==> src/rtl/nn_train_sequencer_if.sv <==
// nn_train_sequencer_if: control/status bundle between the training sequencer and its host.
interface nn_train_sequencer_if #(
   parameter int LOSS_W  = 46,
   parameter int EPOCH_W = 8
);
   logic              en_i;
   logic              init_i;
   logic              abort_i;
   logic [LOSS_W-1:0] loss_i;
   logic [LOSS_W-1:0] loss_thresh_i;
   logic              f0_pass_o;
   logic              f1_pass_o;
   logic              b_pass_o;
   logic              w_upd_o;
   logic [EPOCH_W-1:0] epoch_o;
   logic              busy_o;
   logic              done_o;
   logic              converged_o;
   modport master (
      output en_i, init_i, abort_i, loss_i, loss_thresh_i,
      input  f0_pass_o, f1_pass_o, b_pass_o, w_upd_o, epoch_o, busy_o, done_o, converged_o
   );
   modport slave (
      input  en_i, init_i, abort_i, loss_i, loss_thresh_i,
      output f0_pass_o, f1_pass_o, b_pass_o, w_upd_o, epoch_o, busy_o, done_o, converged_o
   );
endinterface

==> src/rtl/nn_train_sequencer.sv <==
// nn_train_sequencer: epoch sequencer for the 4-8-1 array (forward, loss check, backward, update).
module nn_train_sequencer #(
   parameter int HID_LAT   = 2,
   parameter int OUT_LAT   = 3,
   parameter int BP_LAT    = 4,
   parameter int LOSS_W    = 46,
   parameter int EPOCH_W   = 8,
   parameter int MAX_EPOCH = 200
) (
   input  logic clk_i,
   input  logic rst_i,
   nn_train_sequencer_if.slave bus
);
   localparam int MAX_LAT = (HID_LAT > OUT_LAT) ? ((HID_LAT > BP_LAT) ? HID_LAT : BP_LAT)
                                                : ((OUT_LAT > BP_LAT) ? OUT_LAT : BP_LAT);
   localparam int CW = (MAX_LAT > 1) ? $clog2(MAX_LAT) : 1;

   typedef enum logic [2:0] {IDLE, F0, F1, CHECK, BP, UPD, DONE} state_t;

   state_t             state_q, state_d;
   logic [CW-1:0]      cnt_q, cnt_d;
   logic [EPOCH_W-1:0] epoch_q, epoch_d;
   logic               conv_q, conv_d;
   logic               f0_q, f1_q, b_q, w_q, busy_q, done_q;

   // Phase counter restarts at 0 on every state entry, so it only advances while a phase stays put.
   always_comb begin
      state_d = state_q;
      cnt_d   = '0;
      epoch_d = epoch_q;
      conv_d  = conv_q;
      if (bus.abort_i) begin
         state_d = IDLE;
         epoch_d = '0;
         conv_d  = 1'b0;
      end else begin
         unique case (state_q)
            IDLE: if (bus.init_i) begin
               state_d = F0;
               epoch_d = '0;
               conv_d  = 1'b0;
            end
            F0: if (cnt_q == CW'(HID_LAT - 1)) state_d = F1;
                else cnt_d = cnt_q + CW'(1);
            F1: if (cnt_q == CW'(OUT_LAT - 1)) state_d = CHECK;
                else cnt_d = cnt_q + CW'(1);
            CHECK: if (bus.loss_i <= bus.loss_thresh_i) begin
               state_d = DONE;
               conv_d  = 1'b1;
            end else if (epoch_q == EPOCH_W'(MAX_EPOCH - 1)) begin
               state_d = DONE;
               conv_d  = 1'b0;
            end else state_d = BP;
            BP: if (cnt_q == CW'(BP_LAT - 1)) state_d = UPD;
                else cnt_d = cnt_q + CW'(1);
            UPD: begin
               state_d = F0;
               epoch_d = epoch_q + EPOCH_W'(1);
            end
            DONE: if (!bus.init_i) state_d = IDLE;
            default: state_d = IDLE;
         endcase
      end
   end

   always_ff @(posedge clk_i or negedge rst_i) begin
      if (!rst_i) begin
         state_q <= IDLE;
         cnt_q   <= '0;
         epoch_q <= '0;
         conv_q  <= 1'b0;
         f0_q    <= 1'b0;
         f1_q    <= 1'b0;
         b_q     <= 1'b0;
         w_q     <= 1'b0;
         busy_q  <= 1'b0;
         done_q  <= 1'b0;
      end else if (bus.en_i) begin
         state_q <= state_d;
         cnt_q   <= cnt_d;
         epoch_q <= epoch_d;
         conv_q  <= conv_d;
         f0_q    <= (state_d == F0);
         f1_q    <= (state_d == F1);
         b_q     <= (state_d == BP);
         w_q     <= (state_d == UPD);
         busy_q  <= !(state_d inside {IDLE, DONE});
         done_q  <= (state_d == DONE);
      end
   end

   assign bus.f0_pass_o   = f0_q;
   assign bus.f1_pass_o   = f1_q;
   assign bus.b_pass_o    = b_q;
   assign bus.w_upd_o     = w_q;
   assign bus.epoch_o     = epoch_q;
   assign bus.busy_o      = busy_q;
   assign bus.done_o      = done_q;
   assign bus.converged_o = conv_q;
endmodule

==> src/flat_wrapper.sv <==
// flat-port wrapper written by rule: the top's interface ports become plain ports
module nn_train_sequencer_flat 
#(
   parameter int HID_LAT   = 2,
   parameter int OUT_LAT   = 3,
   parameter int BP_LAT    = 4,
   parameter int LOSS_W    = 46,
   parameter int EPOCH_W   = 8,
   parameter int MAX_EPOCH = 200
)
  (clk_i, rst_i, bus_en_i, bus_init_i, bus_abort_i, bus_loss_i, bus_loss_thresh_i, bus_f0_pass_o, bus_f1_pass_o, bus_b_pass_o, bus_w_upd_o, bus_epoch_o, bus_busy_o, bus_done_o, bus_converged_o);
  nn_train_sequencer_if #(.LOSS_W(LOSS_W), .EPOCH_W(EPOCH_W)) bus_i ();
  input  logic clk_i;
  input  logic rst_i;
  input wire logic [$bits(bus_i.en_i)-1:0] bus_en_i;
  input wire logic [$bits(bus_i.init_i)-1:0] bus_init_i;
  input wire logic [$bits(bus_i.abort_i)-1:0] bus_abort_i;
  input wire logic [$bits(bus_i.loss_i)-1:0] bus_loss_i;
  input wire logic [$bits(bus_i.loss_thresh_i)-1:0] bus_loss_thresh_i;
  output wire logic [$bits(bus_i.f0_pass_o)-1:0] bus_f0_pass_o;
  output wire logic [$bits(bus_i.f1_pass_o)-1:0] bus_f1_pass_o;
  output wire logic [$bits(bus_i.b_pass_o)-1:0] bus_b_pass_o;
  output wire logic [$bits(bus_i.w_upd_o)-1:0] bus_w_upd_o;
  output wire logic [$bits(bus_i.epoch_o)-1:0] bus_epoch_o;
  output wire logic [$bits(bus_i.busy_o)-1:0] bus_busy_o;
  output wire logic [$bits(bus_i.done_o)-1:0] bus_done_o;
  output wire logic [$bits(bus_i.converged_o)-1:0] bus_converged_o;
  assign bus_i.en_i = bus_en_i;
  assign bus_i.init_i = bus_init_i;
  assign bus_i.abort_i = bus_abort_i;
  assign bus_i.loss_i = bus_loss_i;
  assign bus_i.loss_thresh_i = bus_loss_thresh_i;
  assign bus_f0_pass_o = bus_i.f0_pass_o;
  assign bus_f1_pass_o = bus_i.f1_pass_o;
  assign bus_b_pass_o = bus_i.b_pass_o;
  assign bus_w_upd_o = bus_i.w_upd_o;
  assign bus_epoch_o = bus_i.epoch_o;
  assign bus_busy_o = bus_i.busy_o;
  assign bus_done_o = bus_i.done_o;
  assign bus_converged_o = bus_i.converged_o;
  nn_train_sequencer #(.HID_LAT(HID_LAT), .OUT_LAT(OUT_LAT), .BP_LAT(BP_LAT), .LOSS_W(LOSS_W), .EPOCH_W(EPOCH_W), .MAX_EPOCH(MAX_EPOCH)) u_core (.clk_i(clk_i), .rst_i(rst_i), .bus(bus_i));
endmodule
==> config.mk <==
export PLATFORM = sky130hd
export DESIGN_NAME = nn_train_sequencer_flat
export DESIGN_NICKNAME = d
export VERILOG_FILES = /design/src/rtl/nn_train_sequencer_if.sv /design/src/rtl/nn_train_sequencer.sv /design/src/flat_wrapper.sv
export SDC_FILE = /design/constraint.sdc
export NUM_CORES = 1
export LEC_CHECK = 0
export ABC_AREA = 1
export BUFFER_PORTS_ARGS = -buffer_cell sky130_fd_sc_hd__buf_2
export CORE_MARGIN = 8
export CORE_UTILIZATION = 49
export DETAILED_ROUTE_END_ITERATION = 8
export PLACE_DENSITY = 0.82
export SYNTH_ARGS = -nofsm -noshare
export SYNTH_HDL_FRONTEND = slang
export SYNTH_SLANG_ARGS = --single-unit
==> constraint.sdc <==
create_clock -name clk_i -period 2 [get_ports clk_i]
set_clock_uncertainty 0.15 [all_clocks]
set_input_delay 0 -clock clk_i [delete_from_list [all_inputs] [get_ports clk_i]]
set_output_delay 0 -clock clk_i [all_outputs]
set_load 0.1 [all_outputs]
==> impl_metrics.yaml <==
floorplanning:
  row_count: 26
  die_height_um: 87.9
  io_pins: 112
  start_util: 0.503
  die_w_um: 87.9
  coreArea_sq_um: 5040
  dieArea_sq_um: 7730
critical_path:
  cp_top_family: "flip-flops"
  crit_path_end_kind: "register"
  crit_fanout: 8
  path_buf_inv: 4
  arrival_ns: 1.82
  crit_type: "reg -> reg"
  cpPeakStageDelay_ns: 0.47
  startpoint_type: "register"
  required_ns: 2.03
  worst_path_most_repeated_cell: "inv_2"
  cpMaxStageDelayCell: "dfrtp_1"
  crit_chain: "nor2_1, inv_2, nor2_4, inv_2, o31ai_4, inv_2, o21ai_4, inv_2, a22oi_1"
place:
  place_congestion: 0.854
  port_buffers: 111
  hpwlAfterDp_um: 5890
  dp.cells: 550
yosys:
  synth-edff-count: 0
  syn_inst: 370
  yosysMostFrequentCell: "nand2_1"
  synth_top_area_frac: 0.261
  ys_async_sr_fraction: 1.00
  synth_warnings: 0
  ys_seq_area_frac: 0.197
  synth_top_cell_by_area: "ha_1"
  synth.cell_area_sq_um: 2540
  synthTopCellsByArea: "ha_1 (26%), dfrtp_1 (20%), nand2_1 (13%)"
  synthFlopType: "dfrtp_1"
  synth-seq-cells: 20
  syn_nets: 520
  syn_avg_cell_area_sq_um: 6.85
  yosys-top-cells-count: "nand2_1 (90), inv_1 (78), ha_1 (53)"
  ys_types: 33
routing:
  routed_wl_um: 6700
  post_drt_via_cell_ratio: 4.76
  drtAntennaViolNets: 0
  drtPass1Iterations: 5
  drtIter0Drc: 99
  post-route-drc-count: 0
  wl_per_cell_um: 12.0
  via_count: 2651
clocking:
  cts_tree: "done"
  root_buffer: "clkbuf_8"
  cts_buffers: 3
  h-tree-depth: 1
  cts_resized: 0
  cts_sinks: 20
  clock_path_buffers: 2
  clk_latency_ns: 0.26
  clkTransAtPathRegs_ns: 0.08
sta:
  slew_headroom: 0.672
  hold_viol_final: 0
  min_period_over_period: 0.893
  max_freq_mhz: 560
  setup_violations: 0
  period_needed_ns: 1.79
  rsz0062_at_grt: "false"
  tightest_slew_ns: 0.496
  drv_slew: 0
layout:
  drive_gt1_frac: 0.312
  n_fill_cell: 453
  final_nets: 638
  antennaDiodeCount: 0
  final_util: 0.651
  area_growth_pct: 29.4
  instances_no_fill: 557
global_routing:
  grt_pass1_wl_um: 11400
  grt_pass1_vias: 2745
  antenna_found_initial: 0
  grt_usage: 0.180
  gr-total-overflow: 0
  grt_start_max_net_pins: 21
power:
  power_mw: 1.40
  vdd_drop_max_mv: 0.478
  power_density_nw_per_um2: 428
  p_leak_nw: 2.02
hold_path:
  min_path_type: "in -> async"
job:
  max_cap_viol_count: 0
outcome:
  status: "completed"
layout by cell type, fill, tap and decap left out:
cell	n
o2111ai_1	1
o21ai_2	1
nor3_1	5
o32ai_1	2
nand3_1	13
dfrtp_2	4
nor2_2	1
o21a_1	2
nand4_1	5
xor2_1	1
dlygate4sd3_1	3
or2_1	1
inv_1	78
a21oi_1	19
buf_2	111
a31oi_1	1
nand2_1	90
o21ai_1	8
nor2_1	22
o31ai_1	2
inv_2	13
ha_1	53
a221oi_2	1
o22ai_1	1
a21o_1	2
o21ai_0	7
bufinv_16	1
clkbuf_8	3
nor2_4	2
o21ai_4	1
a22oi_1	2
nand2_2	7
nand3_2	4
nor3_2	2
o21bai_1	1
dfrtp_1	16
o31ai_4	1
metrics by stage:
stage / setup TNS (ns) / hold slack [ns] / setup slack, ns / instance area, sq um
6_report: 0 / 0.0523 / 0.215 / 3280
5_1_grt: 0 / 0.0916 / 0.0440 / 3280
4_1_cts: 0 / 0.0450 / 0.217 / 3280
3_5_place_dp: 0 / -0.177 / 0.120 / 3180
3_3_place_gp: 0 / -0.186 / 0.172 / 3180
2_1_floorplan: -0.0364 / -0.446 / -0.0364 / 2540
final cells by class:
| cell class | count | area [sq um] | share of cell area |
|---|---|---|---|
| clock buffers | 3 | 41.3 | 0.0126 |
| clock inverters | 1 | 30.0 | 0.00915 |
| inverters | 91 | 342 | 0.104 |
| multi-input cells | 258 | 1690 | 0.515 |
| flip-flops and latches | 20 | 505 | 0.154 |
| well taps | 70 | 87.6 | 0.0267 |
| repair buffers | 114 | 586 | 0.178 |
power breakdown:
group	switching [mW]	internal, mW	leakage (nW)	total, mW
Combinational	0.337	0.220	1.72	0.556
Clock	0.140	0.267	0.0357	0.407
Sequential	0.0187	0.421	0.269	0.439
logic make-up after synthesis:
logic type                 count (synthesis)  share of synthesized area
AOI/OAI and AO/OA                         52                      0.133
xor gates and xnor gates                   1                    0.00345
adders and majority gates                 53                      0.261
buffers and inverters                     92                      0.136
DFF                                       20                      0.197
and+or+nand+nor                          152                      0.268
worst paths after layout:
check                                              start                           endpoint  slack (ns)  cells after the start
max                        u_core.state_q[0]$_DFFE_PN0P_  u_core.bus.epoch_o[4]$_DFFE_PN0P_        0.21                      9
min                                                rst_i  u_core.bus.epoch_o[3]$_DFFE_PN0P_        0.05                      2
max reg2reg                u_core.state_q[0]$_DFFE_PN0P_  u_core.bus.epoch_o[4]$_DFFE_PN0P_        0.21                      9
min reg2reg                u_core.bus.done_o$_DFFE_PN0P_      u_core.bus.done_o$_DFFE_PN0P_        0.35                      2
max in group asynchronous                          rst_i  u_core.bus.epoch_o[1]$_DFFE_PN0P_        1.31                      2
min in group clk_i                            bus_init_i     u_core.bus.w_upd_o$_DFFE_PN0P_        0.06                      4
timing repair:
item                       in CTS  in global routing
setup endpoints to repair       0                  0
buffers inserted                0                  0
hold buffers                    3                  0
hold endpoints to repair       23                  0
state kept, by name, indices dropped and copies added, names as in the netlist:
register and count:
u_core.bus.busy_o 1, u_core.cnt_q 2, u_core.bus.converged_o 1, u_core.bus.f0_pass_o 1, u_core.bus.f1_pass_o 1, u_core.bus.epoch_o 8
u_core.bus.w_upd_o 1, u_core.bus.b_pass_o 1, u_core.bus.done_o 1, u_core.state_q 3
worst register-to-register path, stage by stage (launching register included):
cell and delay [ns]:
dfrtp_1 0.47, nor2_1 0.20, inv_2 0.08, nor2_4 0.09, inv_2 0.06, o31ai_4 0.18, inv_2 0.08, o21ai_4 0.11
inv_2 0.11, a22oi_1 0.18
routing by layer:
metal / GRT usage / share of wire
met1: 0.206 / 0.44
met2: 0.337 / 0.49
met3: 0.0338 / 0.064
met4: 0.0328 / 0.0097
met5: 0 / 0
Note: power is estimated with default switching activity, not from simulation.
